$ cat config.mk
export PLATFORM = sky130hd
export DESIGN_NAME = stack_prog_loader
export DESIGN_NICKNAME = d
export VERILOG_FILES = /design/src/rtl/stack_pkg.sv /design/src/rtl/stack_prog_loader.sv
export SDC_FILE = /design/constraint.sdc
export NUM_CORES = 1
export LEC_CHECK = 0
export CAP_MARGIN = 20
export CORE_MARGIN = 4
export CORE_UTILIZATION = 38
export CTS_CLUSTER_SIZE = 14
export DETAILED_ROUTE_END_ITERATION = 10
export GPL_TIMING_DRIVEN = 0
export PLACE_DENSITY = 0.59
export SLEW_MARGIN = 20
export SYNTH_ARGS = -nofsm -noshare
export SYNTH_HDL_FRONTEND = slang
export SYNTH_SLANG_ARGS = --single-unit
$ cat constraint.sdc
create_clock -name clk -period 3.59 [get_ports clk]
set_input_delay 0.718 -clock clk [delete_from_list [all_inputs] [get_ports clk]]
set_output_delay 0.718 -clock clk [all_outputs]
set_load 0.03 [all_outputs]
$ cat src/rtl/stack_pkg.sv
// -----------------------------------------------------------------------------
// stack_pkg: shared opcodes, framing constants and enums for the program loader.
// Rev 1.0
// -----------------------------------------------------------------------------
`default_nettype none

package stack_pkg;

  localparam int DEF_ADDR_W  = 8;
  localparam int DEF_INSTR_W = 12;

  localparam logic [7:0] FRAME_HDR = 8'hA5;

  localparam logic [3:0] OP_CONST = 4'h0;
  localparam logic [3:0] OP_LOAD  = 4'h1;
  localparam logic [3:0] OP_STORE = 4'h2;
  localparam logic [3:0] OP_ADD   = 4'h3;
  localparam logic [3:0] OP_SUB   = 4'h4;
  localparam logic [3:0] OP_AND   = 4'h5;
  localparam logic [3:0] OP_OR    = 4'h6;
  localparam logic [3:0] OP_XOR   = 4'h7;
  localparam logic [3:0] OP_JMP   = 4'h8;
  localparam logic [3:0] OP_JZ    = 4'h9;
  localparam logic [3:0] OP_OUT   = 4'hA;
  localparam logic [3:0] OP_HALT  = 4'hB;

  localparam logic [11:0] HALT_INSTR = {8'h00, OP_HALT};

  typedef enum logic [1:0] {
    ERR_NONE   = 2'd0,
    ERR_FORMAT = 2'd1,
    ERR_CSUM   = 2'd2,
    ERR_CORE   = 2'd3
  } err_e;

  typedef enum logic [3:0] {
    ST_IDLE = 4'd0,
    ST_LEN  = 4'd1,
    ST_LO   = 4'd2,
    ST_HI   = 4'd3,
    ST_CSUM = 4'd4,
    ST_FILL = 4'd5,
    ST_RUN  = 4'd6,
    ST_DONE = 4'd7,
    ST_ERR  = 4'd8
  } state_e;

endpackage

`default_nettype wire

$ cat src/rtl/stack_prog_loader.sv
// -----------------------------------------------------------------------------
// stack_prog_loader: framed program loader, HALT padder and core run supervisor.
// Rev 1.0
// -----------------------------------------------------------------------------
`default_nettype none

module stack_prog_loader
  import stack_pkg::*;
#(
  parameter int          ADDR_W  = DEF_ADDR_W,
  parameter int          INSTR_W = DEF_INSTR_W,
  parameter logic [15:0] MAX_RUN = 16'hFFFF
) (
  input  logic               clk,
  input  logic               rst_n,
  input  logic               in_valid,
  input  logic [7:0]         in_data,
  output logic               in_ready,
  output logic               imem_we,
  output logic [ADDR_W-1:0]  imem_addr,
  output logic [INSTR_W-1:0] imem_wdata,
  output logic               core_rst_n,
  input  logic               core_guard,
  input  logic               core_value,
  output logic               done,
  output logic [1:0]         err_code,
  output logic [15:0]        run_cycles
);

  state_e             state_q, state_d;
  logic [ADDR_W-1:0]  n_q, n_d;
  logic [ADDR_W-1:0]  wcnt_q, wcnt_d;
  logic [7:0]         csum_q, csum_d;
  logic [7:0]         lo_q, lo_d;
  logic               in_ready_q, in_ready_d;
  logic               imem_we_q, imem_we_d;
  logic [ADDR_W-1:0]  imem_addr_q, imem_addr_d;
  logic [INSTR_W-1:0] imem_wdata_q, imem_wdata_d;
  logic               core_rst_n_q, core_rst_n_d;
  logic               done_q, done_d;
  err_e               err_q, err_d;
  logic [15:0]        run_cycles_q, run_cycles_d;

  logic               xfer;
  logic               n_bad;
  logic [ADDR_W-1:0]  wcnt_inc;
  logic [15:0]        run_inc;

  assign xfer     = in_valid & in_ready_q;
  // Zero length, or a length that does not fit the code memory, is malformed.
  assign n_bad    = (in_data == 8'h00) || ((16'(in_data) >> ADDR_W) != 16'd0);
  assign wcnt_inc = wcnt_q + ADDR_W'(1);
  assign run_inc  = (run_cycles_q == 16'hFFFF) ? run_cycles_q : run_cycles_q + 16'd1;

  always_comb begin
    state_d      = state_q;
    n_d          = n_q;
    wcnt_d       = wcnt_q;
    csum_d       = csum_q;
    lo_d         = lo_q;
    imem_we_d    = 1'b0;
    imem_addr_d  = imem_addr_q;
    imem_wdata_d = imem_wdata_q;
    done_d       = done_q;
    err_d        = err_q;
    run_cycles_d = run_cycles_q;

    case (state_q)
      ST_IDLE: begin
        done_d       = 1'b0;
        err_d        = ERR_NONE;
        run_cycles_d = '0;
        wcnt_d       = '0;
        if (xfer && in_data == FRAME_HDR) state_d = ST_LEN;
      end
      ST_LEN: begin
        if (xfer) begin
          if (n_bad) begin
            state_d = ST_ERR;
            err_d   = ERR_FORMAT;
          end else begin
            n_d     = ADDR_W'(in_data);
            csum_d  = in_data;
            state_d = ST_LO;
          end
        end
      end
      ST_LO: begin
        if (xfer) begin
          lo_d    = in_data;
          csum_d  = csum_q + in_data;
          state_d = ST_HI;
        end
      end
      ST_HI: begin
        if (xfer) begin
          if (in_data[7:4] != 4'h0) begin
            state_d = ST_ERR;
            err_d   = ERR_FORMAT;
          end else begin
            imem_we_d    = 1'b1;
            imem_addr_d  = wcnt_q;
            imem_wdata_d = INSTR_W'({in_data[3:0], lo_q});
            csum_d       = csum_q + in_data;
            wcnt_d       = wcnt_inc;
            state_d      = (wcnt_inc == n_q) ? ST_CSUM : ST_LO;
          end
        end
      end
      ST_CSUM: begin
        if (xfer) begin
          if (in_data != csum_q) begin
            state_d = ST_ERR;
            err_d   = ERR_CSUM;
          end else begin
            // First pad write issues together with the transition into FILL.
            imem_we_d    = 1'b1;
            imem_addr_d  = n_q;
            imem_wdata_d = INSTR_W'(HALT_INSTR);
            wcnt_d       = n_q;
            state_d      = ST_FILL;
          end
        end
      end
      ST_FILL: begin
        // wcnt_q holds the address currently on the write port.
        if (wcnt_q == {ADDR_W{1'b1}}) begin
          state_d = ST_RUN;
        end else begin
          imem_we_d    = 1'b1;
          imem_addr_d  = wcnt_inc;
          imem_wdata_d = INSTR_W'(HALT_INSTR);
          wcnt_d       = wcnt_inc;
        end
      end
      ST_RUN: begin
        run_cycles_d = run_inc;
        if (core_guard && core_value) begin
          state_d = ST_DONE;
          done_d  = 1'b1;
        end else if (!core_guard || run_inc == MAX_RUN) begin
          state_d = ST_ERR;
          err_d   = ERR_CORE;
        end
      end
      ST_DONE, ST_ERR: begin
        if (xfer && in_data == FRAME_HDR) begin
          done_d       = 1'b0;
          err_d        = ERR_NONE;
          run_cycles_d = '0;
          wcnt_d       = '0;
          state_d      = ST_LEN;
        end
      end
      default: state_d = ST_IDLE;
    endcase

    in_ready_d   = (state_d != ST_FILL) && (state_d != ST_RUN);
    core_rst_n_d = (state_d == ST_RUN);
  end

  always_ff @(posedge clk) begin
    if (!rst_n) begin
      state_q      <= ST_IDLE;
      n_q          <= '0;
      wcnt_q       <= '0;
      csum_q       <= '0;
      lo_q         <= '0;
      in_ready_q   <= 1'b0;
      imem_we_q    <= 1'b0;
      imem_addr_q  <= '0;
      imem_wdata_q <= '0;
      core_rst_n_q <= 1'b0;
      done_q       <= 1'b0;
      err_q        <= ERR_NONE;
      run_cycles_q <= '0;
    end else begin
      state_q      <= state_d;
      n_q          <= n_d;
      wcnt_q       <= wcnt_d;
      csum_q       <= csum_d;
      lo_q         <= lo_d;
      in_ready_q   <= in_ready_d;
      imem_we_q    <= imem_we_d;
      imem_addr_q  <= imem_addr_d;
      imem_wdata_q <= imem_wdata_d;
      core_rst_n_q <= core_rst_n_d;
      done_q       <= done_d;
      err_q        <= err_d;
      run_cycles_q <= run_cycles_d;
    end
  end

  assign in_ready   = in_ready_q;
  assign imem_we    = imem_we_q;
  assign imem_addr  = imem_addr_q;
  assign imem_wdata = imem_wdata_q;
  assign core_rst_n = core_rst_n_q;
  assign done       = done_q;
  assign err_code   = err_q;
  assign run_cycles = run_cycles_q;

endmodule

`default_nettype wire

## Yosys cells after proc, flatten, opt, wreduce, memory -nomap -nowiden

Index checks and enable logic that the tools add are counted.

| storage, ports and cells | value |
|---|---|
| latch bits | 0 |
| bits in registers | 78 |
| memories | 0 |
| RAM bits | 0 |
| output and inout bits | 42 |
| bits of input ports | 13 |
| bits in read-only memories | 0 |

| cells by class | value |
|---|---|
| reductions and logical operators | 23 |
| shifts and indexed selects | 0 |
| equal/unequal tests | 32 |
| bitwise logic cells | 2 |
| multiply operators | 0 |
| divide/modulo/power cells | 0 |
| order comparisons | 0 |
| add/sub/neg operators | 3 |
| mux-type cells | 57 |

Operators with widths:

| kind | number |
|---|---|
| $mux W8 | 13 |
| $mux W12 | 5 |
| $pmux W16 S3 | 1 |
| $pmux W8 S3 | 2 |
| $mux W4 | 11 |
| $pmux W8 S5 | 1 |
| $pmux W12 S3 | 1 |
| $eq A16 B16 Y1 const B | 2 |
| $mux W16 | 2 |
| $ne A2 B2 Y1 const B | 15 |
| $pmux W4 S7 | 1 |
| $eq A4 B3 Y1 const B | 5 |
| $mux W2 | 9 |
| $add A16 B1 Y16 const B | 1 |
| $eq A8 B8 Y1 const B | 2 |
| $pmux W2 S6 | 1 |
| $reduce_and A6 Y1 | 2 |
| $reduce_and A10 Y1 | 1 |
| $reduce_bool A3 Y1 | 3 |
| $add A8 B1 Y8 const B | 1 |
| $add A8 B8 Y8 | 1 |
| $eq A4 B2 Y1 const B | 2 |
| $eq A8 B8 Y1 | 1 |
| $logic_not A8 Y1 | 1 |
| other kinds (21) | 33 |

## Logic depth before layout (Yosys ltp)

Gate-level depths: netlist of the first run.

| logic depth | value |
|---|---|
| depth in word-level cells | 9 |
| mapped depth | 11 |
| depth with buffers taken out | 10 |

## Worst setup path after synthesis of the first run

No wires, ideal clock.

| path | value |
|---|---|
| path kind | reg-to-reg |
| start point | register run_cycles_q[1] (netlist: run_cycles[1]) |
| end point | register state_q[2] |
| arrival time | 2,582 ps |
| path buffers | 1 |
| stages on the path, launching flop included | 10 |
| clock period less this slack | 2,702 ps |
| slack | 888 ps |
| required time | 3,470 ps |
| cells stage by stage | dfxtp_1 > ha_1 > and4_2 > buf_2 > and4bb_2 > mux2i_1 > or2_2 > a2111oi_4 > o21ai_2 > o31a_1 |

| on the way | value |
|---|---|
| cells in the longest elaborated chain, start to end | 7 |
| elaborated cells between the ends (all ways) | 8 |

Ends and longest elaborated chain:

| element | line | RTL |
|---|---|---|
| start, declared | stack_prog_loader.sv:42 | `logic [15:0] run_cycles_q, run_cycles_d;` |
| start signal, assigned | stack_prog_loader.sv:190 | `run_cycles_q <= run_cycles_d;` |
| $add A16 B1 Y16 or $eq A16 B16 Y1 (tied branches) | stack_prog_loader.sv:53 | `assign run_inc = (run_cycles_q == 16'hFFFF) ? run_cycles_q : run_cycles_q + 16'd1;` |
| $mux W16 (*) | stack_prog_loader.sv:53 |  |
| $eq A16 B16 Y1 (*) | stack_prog_loader.sv:141 | `end else if (!core_guard \|\| run_inc == MAX_RUN) begin` |
| $logic_or A1 B1 Y1 (*) | stack_prog_loader.sv:141 |  |
| $mux W4 (*) | stack_prog_loader.sv:141 |  |
| $mux W4 (*) | stack_prog_loader.sv:138 | `if (core_guard && core_value) begin` |
| $pmux W4 S7 (*) | stack_prog_loader.sv:68 | `case (state_q)` |
| end signal, assigned | stack_prog_loader.sv:178 | `state_q <= state_d;` |
| end, declared | stack_prog_loader.sv:30 | `state_e state_q, state_d;` |

Every way passes the cells marked *; elsewhere a longest branch is shown, timed or not.
A chain may end at the register's enable or synchronous reset.

## Worst setup path after layout of the first run

| path | value |
|---|---|
| start point | input port in_data[6] |
| end point | register imem_addr_q[6] (netlist: imem_addr[6]) |

| on the way | value |
|---|---|
| cells in the longest elaborated chain, start to end | 3 |
| elaborated cells between the ends (all ways) | 5 |

Ends and longest elaborated chain:

| element | line | RTL |
|---|---|---|
| start, declared | stack_prog_loader.sv:17 | `input logic [7:0] in_data,` |
| $ne A8 B8 Y1 or $reduce_bool A4 Y1 (tied branches) | stack_prog_loader.sv:112, stack_prog_loader.sv:97 |  |
| $ne A2 B2 Y1 (no source line) | - |  |
| $reduce_and A6 Y1 (no source line) (*) | - |  |
| end signal, assigned | stack_prog_loader.sv:185 | `imem_addr_q <= imem_addr_d;` |
| end, declared | stack_prog_loader.sv:37 | `logic [ADDR_W-1:0] imem_addr_q, imem_addr_d;` |

Marked as above.

==> results of run 1 <==
-- placed cells by master (no fill, tap or decap), types with 4 or more instances in the layout --
cell	count
o21ai_0	49
o211a_1	10
nor2_1	43
nand2_1	66
mux2i_1	22
or3_1	4
xnor2_1	11
buf_2	4
clkbuf_1	35
clkbuf_16	9
and3_1	10
buf_4	4
nor4_1	5
and2_1	10
nand3b_1	4
a31oi_1	17
nor3b_1	7
a21oi_1	24
o21a_1	5
a21boi_0	23
nand2b_1	6
xor2_1	7
dfxtp_1	78
nand3_1	25
o31ai_1	7
ha_1	9
clkdlybuf4s50_1	51
o2111ai_1	5
inv_1	11
o211ai_1	4
nand4_1	9
nor3_1	22
nor2b_1	29
-- worst max path at each step --
stage             startpoint       endpoint  slack [ns]  cells past startpoint
6_report          in_data[6]   imem_addr[6]        0.20                     11
2_1_floorplan  run_cycles[1]     state_q[2]        0.89                      9
5_1_grt           in_data[4]      csum_q[5]       0.008                      7
3_3_place_gp      in_data[0]   imem_addr[5]       -0.31                     11
3_5_place_dp      in_data[0]  imem_wdata[1]       -0.34                     11
4_1_cts           in_data[0]  imem_wdata[1]        0.02                     11
-- timing repair --
action	4_1_cts	5_1_grt
hold buffers	0	0
endpoints found under the setup margin	0	26
endpoints found under the hold margin	0	0
gates resized for setup	0	4
setup buffers	0	1
-- worst register-to-register path, delay by kind of cell (launching register included) --
kind / cells / cell delay, ns
AND/OR/NAND/NOR: 6 / 1.36
AO/OA/AOI/OAI: 1 / 0.18
adder cells (fa/ha/maj): 1 / 0.21
flip-flops: 1 / 0.51
buffers and inverters: 2 / 0.70
-- per-stage QoR --
stage	TNS [ns]	instance area [um2]	setup slack [ns]	utilization, %	hold slack [ns]
floorplan	0	4856	0.8878	-	0.4538
global placement	-6.882	5602	-0.3106	44.57	0.4564
detailed placement	-7.537	5602	-0.3393	44.57	0.4620
CTS	0	5898	0.01998	46.93	0.4730
global route	0	5918	0.007821	47.09	0.4968
finish	0	5918	0.2044	47.09	0.4689
-- logic make-up after synthesis --
family / synth area share, %
flops: 32.16
xor+xnor: 3.247
fa+ha+maj: 2.731
mux: 4.535
compound gates: 24.71
buf+inv: 4.715
simple gates: 27.91
-- area by class of cell --
class	count	share of cell area, %
Inverter	11	0.6977
Clock buffer	9	3.805
Timing Repair Buffer	54	9.175
Sequential cell	78	26.38
Multi-Input combinational cell	487	51.88
Buffer	45	3.214
Tap cell	172	3.636
Clock inverter	7	1.205
-- cells in the mapped netlist (6+ instances only) --
cell type  count  share of area [%]
a21boi_0      23                3.6
a21oi_1       24                2.5
a31oi_1       17                2.2
and2_1        10                1.3
and3_1        10                1.3
clkbuf_1      35                2.7
dfxtp_1       78                 32
ha_1           9                2.3
inv_1         11               0.85
mux2i_1       22                4.5
nand2_1       66                5.1
nand2b_1       6               0.77
nand3_1       25                2.6
nand4_1        9                1.2
nor2_1        43                3.3
nor2b_1       29                3.7
nor3_1        23                2.4
nor3b_1        7                1.1
o211a_1       10                2.1
o21ai_0       49                5.1
o31ai_1        7                1.1
xnor2_1       11                2.0
xor2_1         7                1.3
-- flip-flops by register name, indices dropped and copies added (netlist names), 2 cells and up --
name,flops
csum_q,8
err_code,2
imem_addr,8
imem_wdata,12
lo_q,8
n_q,8
run_cycles,16
state_q,4
wcnt_q,8
-- metal layers --
layer,global-route usage [%],up-vias
met5,0,-
met4,7.295,0
met3,4.942,24
met2,36.09,180
met1,26.69,2393
li1,-,2390
-- power groups by stage --
stage / clock (uW) / sequential [uW] / combinational, uW
floorplan: 0 / 887 / 39.5
global placement: 0 / 886 / 81.9
detailed placement: 0 / 886 / 83.0
CTS: 952 / 866 / 83.1
global route: 982 / 866 / 90.7
finish: 932 / 867 / 82.9
==> impl_metrics.ini, run 1 <==
[status]
outcome = complete, no violations

[layout]
nets = 709
regArea_um2 = 1562
syn_to_final_growth_pct = 21.88
drive_above_1_share_pct = 5.789
fillers = 1307
layout.cells.non_filler = 863
antennaDiodeCount = 0
multi_input_area_um2 = 3070

[pwr]
p_comb_share_pct = 4.4
power_uw = 1881
p_per_area_nw_per_um2 = 317.9
p_leak_uw = 0.002110
switching_share_pct = 23.52
ir_worst_vdd_mv = 0.3056
pwr-share-clk_pct = 49.5
seqPwrFrac_pct = 46.1
p_int_uw = 1439
p_switching_uw = 442.5

[worst_setup_path]
path_class = in2reg
cp.arrival_ns = 3.66
required_ns = 3.86
cp-end-kind = flip-flop
path_cells = clkdlybuf4s50_1 > ha_1 > nor4_1 > nand3_1 > a22o_1 > nor3_2 > and2_1 > buf_4 > buf_4 > o221ai_1 > a21boi_0
r2r-start = wcnt_q[0]
crit_top_cell = buf_4
critPathLaunchType = input pin
reg2reg_slack_ns = 0.56
r2r-end = imem_wdata[7]
r2r_cells = 10
cp_max_fo = 10
slowest_delay_ns = 0.67
worst-path-buf-inv = 3
crit_family = buffers and inverters
cp_slowest_cell = clkdlybuf4s50_1

[global_route]
grt_antenna_before_repair = 0
grt.total_usage_pct = 21.35
grt_pass1_vias = 4790
overflow = 0
grt_max_degree = 15
grt_pass1_wl_um = 24900

[flow_run]
max_cap_violations = 0

[cts]
cts_tree = built
clk_latency_ns = 0.35
clk_path_buf_depth = 2
path_clk_slew_ns = 0.06
cts_made_buffers = 9
clockRootBuffer = clkbuf_16
clock_sinks = 78
htreeDepth = 3

[synthesis]
syn_area_um2 = 4856
synthCells = 621
yosysSeqAreaShare_pct = 32.16
async_reset_ff_share_pct = 0
synthDistinctLibCells = 66
synthFlopType = dfxtp_1
synth-seq-cells = 78
synth_warnings = 0
syn_avg_cell_area_um2 = 7.819
syn-num-nets = 644
synth-edff-count = 0

[sta]
finalCriticalPeriod_ns = 3.386
worstMarginPinSlew_ns = 0.9148
slew_headroom_pct = 38.79
setup_viol = 0
rsz0062_at_grt = false
min_period_over_period_pct = 94.31
fmax_ghz = 0.2954
finClkSkew_ns = 0.008718
report.final.slew_viol_count = 0
final_hold_viol_count = 0

[floorplanning]
rows = 41
dieHeight_um = 121.0
initial_core_util_pct = 38.64
coreArea_um2 = 12570
dieArea_um2 = 14650
io_pins = 55
die_x_um = 121.0

[placement]
io_buffers = 53
gp_congestion = 0.8964
placed_cells = 846
hpwl_um = 11120

[worst_hold_path]
worstHoldPathCells = 2
worstHoldEndpoint = imem_addr[3]
hp-start = imem_addr[3]
min_path_type = reg2reg

[detailed_routing]
wl_per_cell_um = 17.76
vias = 4987
drt_iter0_markers = 377
met1_length_um = 6834
vias_per_cell = 5.779
ant_nets = 0
drtPass1Iterations = 5
wl_um = 15330
wl_met3_um = 844
dr_wl_met2_um = 7332
drcViolationCount = 0
highest_layer = met4
Power figures use the tool's default switching activity.
==> inputs of run 2 (changes only) <==
Settings changed: CTS_CLUSTER_DIAMETER set to 150, PLACE_DENSITY 0.59 to unset.
==> run 2 against run 1 <==
Compared with the run above: cell count decreased by 0.12%; wire length down 0.20%; critical path type unchanged; die area is the same; design area fell by 0.30%.
==> impl_metrics.ini, run 2 (synthesis results as in run 1) <==
[sta]
fin_ws_ns = 0.2041
setup_viol = 0
min_period_over_period_pct = 94.31
final_hold_viol_count = 0
setup-tns-final_ns = 0
finalCriticalPeriod_ns = 3.386
rsz0062_at_grt = false
slew_headroom_pct = 43.45
fmax_ghz = 0.2953
finClkSkew_ns = 0.01200
worstMarginPinSlew_ns = 0.8451
holdWs_ns = 0.4681
report.final.slew_viol_count = 0

[floorplanning]
coreArea_um2 = 12570
rows = 41
dieArea_um2 = 14650
dieHeight_um = 121.0
die_x_um = 121.0
io_pins = 55
initial_core_util_pct = 38.64

[worst_setup_path]
cp-end-kind = flip-flop
cp.arrival_ns = 3.63
slowest_delay_ns = 0.65
path_class = in2reg
cp_slowest_cell = o21ai_1
cp_max_fo = 8
r2r_cells = 10
critPathLaunchType = input pin
required_ns = 3.83
path_cells = clkdlybuf4s50_1 > clkbuf_1 > or4_1 > o31ai_1 > a21oi_1 > o21ai_1 > o21ai_0 > a22oi_1 > nor2b_1

[cts]
post_cts_buffers = 0
clockRootBuffer = clkbuf_16
clock_sinks = 78
clk_latency_ns = 0.36
path_clk_slew_ns = 0.07
clk_path_buf_depth = 2
cts_hold_buf = 0
htreeDepth = 3
cts_resized = 0
cts_made_buffers = 9
cts_tree = built

[global_route]
use_met1_pct = 28.05
overflow = 0
use_met2_pct = 35.46
grt_antenna_before_repair = 0
busiest_layer = met2
met3_usage_pct = 4.149
grt.total_usage_pct = 21.62
grt_pass1_vias = 4777
grt_max_degree = 16
grt_pass1_wl_um = 25120

[layout]
regArea_um2 = 1562
syn_to_final_growth_pct = 21.52
nets = 708
multi_input_area_um2 = 3074
antennaDiodeCount = 0
mostFrequentLayoutCell = dfxtp_1
fillers = 1276
drive_above_1_share_pct = 5.797
final_area_um2 = 5901
layout_common_cells = dfxtp_1, nand2_1, clkdlybuf4s50_1
layout.cells.non_filler = 862
largest_reg_flops = 16

[detailed_routing]
ant_nets = 0
drt_iter0_markers = 427
wl_per_cell_um = 17.75
vias_per_cell = 5.694
drcViolationCount = 0
drtPass1Iterations = 5
vias = 4908
wl_um = 15300

[pwr]
p_leak_uw = 0.002100
p_per_area_nw_per_um2 = 314.2
ir_worst_vdd_mv = 0.2068

[worst_hold_path]
min_path_type = reg2reg
worstHoldPathCells = 2

[placement]
placed_area_um2 = 5602
pre_cts_slack_ns = -0.3319
gp_congestion = 0.8852
io_buffers = 53
placed_cells = 846
hpwl_um = 10970

[flow_run]
max_cap_violations = 0

[status]
outcome = complete, no violations
[run 2: layout make-up]
type | count | area share [%]
plain buffers | 45 | 3.181
clock buffers | 9 | 3.817
clock inverters | 7 | 0.9754
inverters | 11 | 0.6997
multi-input cells | 487 | 52.10
flip-flops and latches | 78 | 26.46
well taps | 172 | 3.647
repair buffers | 53 | 9.118
[run 2: routing by layer]
metal  vias up  part of all wire [%]
li1       2400                     -
met1      2336                    46
met2       145                    46
met3        27                   5.2
met4         0                   2.3
met5         -                     0
[run 2: worst paths after layout]
| path | to | startpoint | slack, ns |
|---|---|---|---|
| worst max-delay path | run_cycles[1] | in_data[1] | 0.20 |
| worst min-delay path | imem_wdata[9] | imem_wdata[9] | 0.47 |
| worst max register to register | imem_addr[6] | wcnt_q[0] | 0.47 |
| worst min register to register | imem_wdata[9] | imem_wdata[9] | 0.47 |
[run 2: where the power goes]
part	switching, uW	leakage, uW	internal (uW)
Combinational	50.9	0.00134	32.0
Clock	427	0.000134	477
Sequential	0.964	0.000628	866
Total	479	0.00210	1370
[run 2: per-stage QoR]
step	util (%)	total power (uW)
finish	46.95	1854
global route	46.95	1904
CTS	46.82	1867
detailed placement	44.57	968.9
global placement	44.57	967.4
floorplan	-	926.7
[run 2: critical path, delay by kind of cell]
kind            cells  cell delay, ns
simple gates        2            0.70
buf+inv             2            0.67
compound gates      5            1.55
